<file path="config.mk">
export PLATFORM = sky130hd
export DESIGN_NAME = pwm_update_sched
export DESIGN_NICKNAME = d
export VERILOG_FILES = /design/src/rtl/pwm_update_sched.sv
export SDC_FILE = /design/constraint.sdc
export NUM_CORES = 1
export LEC_CHECK = 0
export ABC_AREA = 1
export BUFFER_PORTS_ARGS = -buffer_cell sky130_fd_sc_hd__buf_2
export CORE_MARGIN = 10
export CORE_UTILIZATION = 55
export DETAILED_ROUTE_END_ITERATION = 7
export GPL_ROUTABILITY_DRIVEN = 0
export MAX_ROUTING_LAYER = met4
export PLACE_DENSITY = 0.73
export SLEW_MARGIN = 15
export SYNTH_ARGS = -nofsm -noshare
export SYNTH_HDL_FRONTEND = slang
export SYNTH_SLANG_ARGS = --single-unit
</file>
<file path="constraint.sdc">
create_clock -name sys_clk -period 10.71 [get_ports sys_clk]
set_input_delay 2.142 -clock sys_clk [delete_from_list [all_inputs] [get_ports sys_clk]]
set_output_delay 2.142 -clock sys_clk [all_outputs]
set_load 0.05 [all_outputs]
</file>
<file path="src/rtl/pwm_update_sched.sv">
// SPI command decoder with per-channel shadow registers and wrap-aligned commit sweep to the PWM bank.
// Optional broadcast write to address 7 is enabled by defining PWM_SCHED_BCAST_EN.
module pwm_update_sched #(
  parameter int NCH = 7
) (
  input  logic           sys_clk,
  input  logic           rst,
  input  logic [7:0]     byte_in,
  input  logic           byte_valid,
  input  logic           frame_abort,
  input  logic           counter_wrap,
  output logic [7:0]     data_out,
  output logic           data_latch,
  output logic [NCH-1:0] pwm_cs,
  output logic [15:0]    pwm_wdata,
  output logic           pwm_we,
  output logic           busy
);

  typedef enum logic [1:0] {
    F_IDLE    = 2'd0,
    F_ADDR_OK = 2'd1,
    F_BYTE1   = 2'd2
  } frame_state_t;

  typedef enum logic {
    S_WAIT  = 1'b0,
    S_SWEEP = 1'b1
  } sweep_state_t;

  localparam logic [2:0] LAST_IDX = 3'(NCH - 1);

  frame_state_t frame_state_reg;
  sweep_state_t sweep_state_reg;

  logic [15:0]    shadow_reg [NCH];
  logic [NCH-1:0] dirty_reg;
  logic [NCH-1:0] commit_reg;
  logic [2:0]     idx_reg;

  logic           is_write_reg;
  logic [2:0]     ch_reg;
  logic           bcast_reg;
  logic [7:0]     low_reg;
  logic [15:0]    snap_reg;

  logic [15:0]    rd_word;
  logic           bcast_dec;
  logic           wr_commit;
  logic [NCH-1:0] wr_hit;

  logic           sweep_go;
  logic [2:0]     sweep_idx;
  logic [NCH-1:0] sweep_src;
  logic [NCH-1:0] sel_next;
  logic [15:0]    wdata_next;

  // Shadow lookup for the address carried by the incoming byte0; invalid addresses read as zero.
  always_comb begin
    rd_word = 16'h0000;
    for (int i = 0; i < NCH; i++) begin
      if (byte_in[4:2] == 3'(i)) begin
        rd_word = shadow_reg[i];
      end
    end
  end

`ifdef PWM_SCHED_BCAST_EN
  assign bcast_dec = (byte_in[4:2] == 3'd7);
`else
  assign bcast_dec = 1'b0;
`endif

  assign wr_commit = (frame_state_reg == F_BYTE1) && byte_valid && !frame_abort && is_write_reg;

  // Frame decoder and readback path.
  always_ff @(posedge sys_clk or posedge rst) begin
    if (rst) begin
      frame_state_reg <= F_IDLE;
      is_write_reg    <= 1'b0;
      ch_reg          <= 3'd0;
      bcast_reg       <= 1'b0;
      low_reg         <= 8'h00;
      snap_reg        <= 16'h0000;
      data_out        <= 8'h00;
      data_latch      <= 1'b0;
    end else begin
      data_latch <= 1'b0;
      if (frame_abort) begin
        frame_state_reg <= F_IDLE;
      end else if (byte_valid) begin
        case (frame_state_reg)
          F_IDLE: begin
            is_write_reg    <= byte_in[7];
            ch_reg          <= byte_in[4:2];
            bcast_reg       <= bcast_dec;
            snap_reg        <= rd_word;
            frame_state_reg <= F_ADDR_OK;
            if (!byte_in[7]) begin
              data_out   <= rd_word[7:0];
              data_latch <= 1'b1;
            end
          end
          F_ADDR_OK: begin
            frame_state_reg <= F_BYTE1;
            if (is_write_reg) begin
              low_reg <= byte_in;
            end else begin
              data_out   <= snap_reg[15:8];
              data_latch <= 1'b1;
            end
          end
          F_BYTE1: begin
            frame_state_reg <= F_IDLE;
            if (!is_write_reg) begin
              data_out   <= 8'h00;
              data_latch <= 1'b1;
            end
          end
          default: frame_state_reg <= F_IDLE;
        endcase
      end
    end
  end

  // Per-channel shadow storage; broadcast writes hit every channel at once.
  for (genvar gi = 0; gi < NCH; gi++) begin : g_ch
    assign wr_hit[gi] = wr_commit && (bcast_reg || (ch_reg == 3'(gi)));

    always_ff @(posedge sys_clk or posedge rst) begin
      if (rst) begin
        shadow_reg[gi] <= 16'h0000;
      end else if (wr_hit[gi]) begin
        shadow_reg[gi] <= {byte_in, low_reg};
      end
    end
  end

  // Index whose bus cycle is registered at this edge. Index 0 is issued on the wrap edge
  // itself, so it takes its commit bit straight from dirty rather than from commit_reg.
  always_comb begin
    sweep_go  = 1'b0;
    sweep_idx = 3'd0;
    sweep_src = commit_reg;
    if (sweep_state_reg == S_WAIT) begin
      if (counter_wrap) begin
        sweep_go  = 1'b1;
        sweep_src = dirty_reg;
      end
    end else if (idx_reg != LAST_IDX) begin
      sweep_go  = 1'b1;
      sweep_idx = idx_reg + 3'd1;
    end
  end

  always_comb begin
    sel_next   = '0;
    wdata_next = 16'h0000;
    for (int i = 0; i < NCH; i++) begin
      if (sweep_go && sweep_src[i] && (sweep_idx == 3'(i))) begin
        sel_next[i] = 1'b1;
        wdata_next  = shadow_reg[i];
      end
    end
  end

  // A write landing on the same edge as its commit keeps dirty set: set wins over clear.
  always_ff @(posedge sys_clk or posedge rst) begin
    if (rst) begin
      dirty_reg <= '0;
    end else begin
      dirty_reg <= (dirty_reg & ~sel_next) | wr_hit;
    end
  end

  // Commit sweep FSM with registered config-bus outputs.
  always_ff @(posedge sys_clk or posedge rst) begin
    if (rst) begin
      sweep_state_reg <= S_WAIT;
      idx_reg         <= 3'd0;
      commit_reg      <= '0;
      busy            <= 1'b0;
      pwm_we          <= 1'b0;
      pwm_cs          <= '0;
      pwm_wdata       <= 16'h0000;
    end else begin
      pwm_we    <= |sel_next;
      pwm_cs    <= sel_next;
      pwm_wdata <= wdata_next;
      case (sweep_state_reg)
        S_WAIT: begin
          if (counter_wrap) begin
            commit_reg      <= dirty_reg;
            idx_reg         <= 3'd0;
            busy            <= 1'b1;
            sweep_state_reg <= S_SWEEP;
          end
        end
        S_SWEEP: begin
          if (idx_reg == LAST_IDX) begin
            busy            <= 1'b0;
            sweep_state_reg <= S_WAIT;
          end else begin
            idx_reg <= idx_reg + 3'd1;
          end
        end
        default: sweep_state_reg <= S_WAIT;
      endcase
    end
  end

endmodule

</file>
==> results.toml <==
[run_status]
status = "complete, no violations"

[critical_path]
r2r_start = "idx_reg[0]$_DFFE_PP0P_"
crit_family = "simple AND/OR/NAND/NOR gates"
crit_fanout = 18
r2r.worst_path.cells = 10
end_kind = "flop"
r2r_slack_ns = 7.78
critical_path_class = "input pin to flop"
required_ns = 11.02
worstPathCellList = "buf_2 -> inv_1 -> nor3_2 -> nand4_1 -> buf_4 -> nand2_1 -> o21ai_0"
crit_buf_inv = 3
critPathMaxStageDelay_ns = 0.82
r2r_end = "pwm_wdata[0]$_DFF_PP0_"
cp_data_arrival_time_ns = 4.20
cp.depth = 7
crit_path_start = "byte_valid"
start_kind = "input pin"
cpMaxStageDelayCell = "nand4_1"
cp-endpoint = "shadow_reg[42]$_DFFE_PP0P_"

[clock_tree]
cts_made_buffers = 17
ctsHoldBuffers = 0
numClockSinks = 186
cts-root-buf = "clkbuf_16"
cts_tree = "built"
postCtsSetupRepairBufs = 0
post_cts_resize_count = 0
clk_latency_ns = 0.44
path_clk_slew_ns = 0.06
cts_buffer_depth = 2
cts_htree_levels = 4

[global_routing]
busiest_layer = "met2"
grt-ovfl-total = 0
grt_pass1_wl_mm = 39.2
use_met1 = 0.329
gr-usage-met3 = 0.0535
grtUsageTotal = 0.251
grt_max_degree = 117
met2_usage = 0.382
grt_pass1_vias = 7269
antenna_found_initial = 0

[final_layout]
nets = 1125
diodes = 0
final-seq-area_sq_um = 4650
postLayoutCoreUtil = 0.627
syn_to_final_growth_pct = 11.6
multi_input_area_sq_um = 3360
drive_gt1_frac = 0.0948
nFillCells = 1374
finalInstanceArea_sq_um = 9560
largest_register_ffs = 112

[power_and_ir_drop]
switching_share = 0.353
pwr-share-clk = 0.339
p_seq_frac = 0.427
leakagePower_nw = 4.72
vdd_ir_drop_max_mv = 0.161
p_per_area_nw_per_um2 = 201
comb_power_share = 0.234
intPower_mw = 1.25
p_total_mw = 1.93
p_sw_mw = 0.680

[sta]
slew_violations = 0
min_period_ns = 3.89
maxSlewHeadroom = 0.245
fin_tns_setup_ns = 0
skew_ns = 0.00723
final-setup-viol-count = 0
tightestPinTransition_ns = 1.13
max_freq_ghz = 0.257
rsz0062_at_grt = "false"
hold_violations = 0
fin_ws_ns = 6.82
finalCritPeriodShare = 0.363

[synthesis]
ys_top_cells_by_area = "dfrtp_1 (54%), nand2_1 (14%), o21ai_0 (8.3%)"
ys_ff_latch = 186
yosysMostFrequentCell = "nand2_1"
synth.top_cells.by_count = "nand2_1 (331), dfrtp_1 (186), o21ai_0 (143), nand3_1 (98), nor2_1 (95)"
syn_nets = 1098
synth_largest_area_cell = "dfrtp_1"
synth_top_area_share = 0.543
synth.distinct_cells = 23
synth-edff-count = 0
ys.flop_type = "dfrtp_1"
syn_area_per_cell_sq_um = 7.95
syn-instance-count = 1078
synth_seq_area_share = 0.543
synthArstFlopShare = 1.00
yosys_warnings = 0
syn-cell-area_sq_um = 8570

[placed_design]
hpwl_mm = 15.1
place_ws_ns = 6.49
numPortBuffers = 46
placed_area_sq_um = 8960

[floorplan]
row_count = 45
core_sq_um = 15300
io_pins = 47
die_x_um = 145
die_y_um = 145
die-area_sq_um = 21000
start_util = 0.562

[route]
wl_mm = 24.4
routed_via_density = 5.71
dr.pass1.iters = 5
vias = 7583
antenna_left = 0
remaining_drc_errors = 0
drt_iter0_drc = 904
wl_per_cell_um = 18.4

[worst_hold_path]
hp-class = "flop to flop"
whs_path_depth = 2

[job]
maxCapViolations = 0
[metrics by stage]
| step | hold slack [ns] | cells |
|---|---|---|
| 2_1_floorplan | 0.442 | 1078 |
| 3_3_place_gp | 0.459 | 1297 |
| 3_5_place_dp | 0.463 | 1297 |
| 4_1_cts | 0.479 | 1329 |
| 6_report | 0.473 | 1329 |
| 5_1_grt | 0.500 | 1329 |
[power groups by stage]
stage          Sequential (mW)  Combinational [mW]  Clock, mW
3_5_place_dp             0.833               0.443          0
4_1_cts                  0.821               0.448      0.654
5_1_grt                  0.830               0.496      0.686
6_report                 0.822               0.452      0.652
3_3_place_gp             0.832               0.434          0
2_1_floorplan            0.883               0.262          0
[final cells by class]
| cell class | count | area share |
|---|---|---|
| Clock inverter | 10 | 0.0147 |
| Sequential cell | 186 | 0.487 |
| Multi-Input combinational cell | 751 | 0.352 |
| Clock buffer | 22 | 0.0485 |
| Timing Repair Buffer | 60 | 0.0351 |
| Tap cell | 211 | 0.0276 |
| Inverter | 89 | 0.0357 |
[worst register-to-register path: stages, from the launching register on]
cell     delay [ns]
dfrtp_1        0.37
inv_1          0.09
ha_1           0.20
nand2_1        0.15
nand2_1        0.11
nor2_1         0.35
inv_1          0.18
nand3_1        0.81
nor2_1         0.08
nor2_1         0.20
nand4_1        0.21
[logic make-up (layout without fill, tap and decap cells)]
kind of cell,count (synthesis),after routing,synth area share
compound gates,175,175,0.102
fa+ha+maj,7,7,0.0102
buf+inv,141,181,0.0652
flops,186,186,0.543
simple gates,569,569,0.279
[routing by layer]
layer	wire length (um)	vias up
li1	-	3532
met1	10500	3620
met2	11100	369
met3	2180	62
met4	633	0
met5	0	-
[worst min path at each step]
stage | start | endpoint | slack [ns]
finish | dirty_reg[3]$_DFF_PP0_ | dirty_reg[3]$_DFF_PP0_ | 0.47
global placement | dirty_reg[3]$_DFF_PP0_ | dirty_reg[3]$_DFF_PP0_ | 0.46
CTS | dirty_reg[3]$_DFF_PP0_ | dirty_reg[3]$_DFF_PP0_ | 0.48
floorplan | dirty_reg[3]$_DFF_PP0_ | dirty_reg[3]$_DFF_PP0_ | 0.44
global route | commit_reg[3]$_DFF_PP0_ | commit_reg[3]$_DFF_PP0_ | 0.50
detailed placement | commit_reg[3]$_DFF_PP0_ | commit_reg[3]$_DFF_PP0_ | 0.46
[layout by cell type, fill, tap and decap left out]
cell	count
a21oi_1	26
and3_1	1
buf_2	46
buf_4	14
bufinv_16	3
clkbuf_1	3
clkbuf_16	17
clkbuf_8	2
clkinv_1	2
clkinv_2	2
clkinvlp_4	3
dfrtp_1	186
ha_1	7
inv_1	81
inv_2	5
inv_6	2
inv_8	1
nand2_1	331
nand3_1	98
nand4_1	30
nor2_1	93
nor2_2	4
nor3_1	5
nor3_2	5
nor3_4	1
o21ai_0	143
o21ai_1	5
o22ai_1	1
or2_2	1
(Power assumes the default switching activity.)
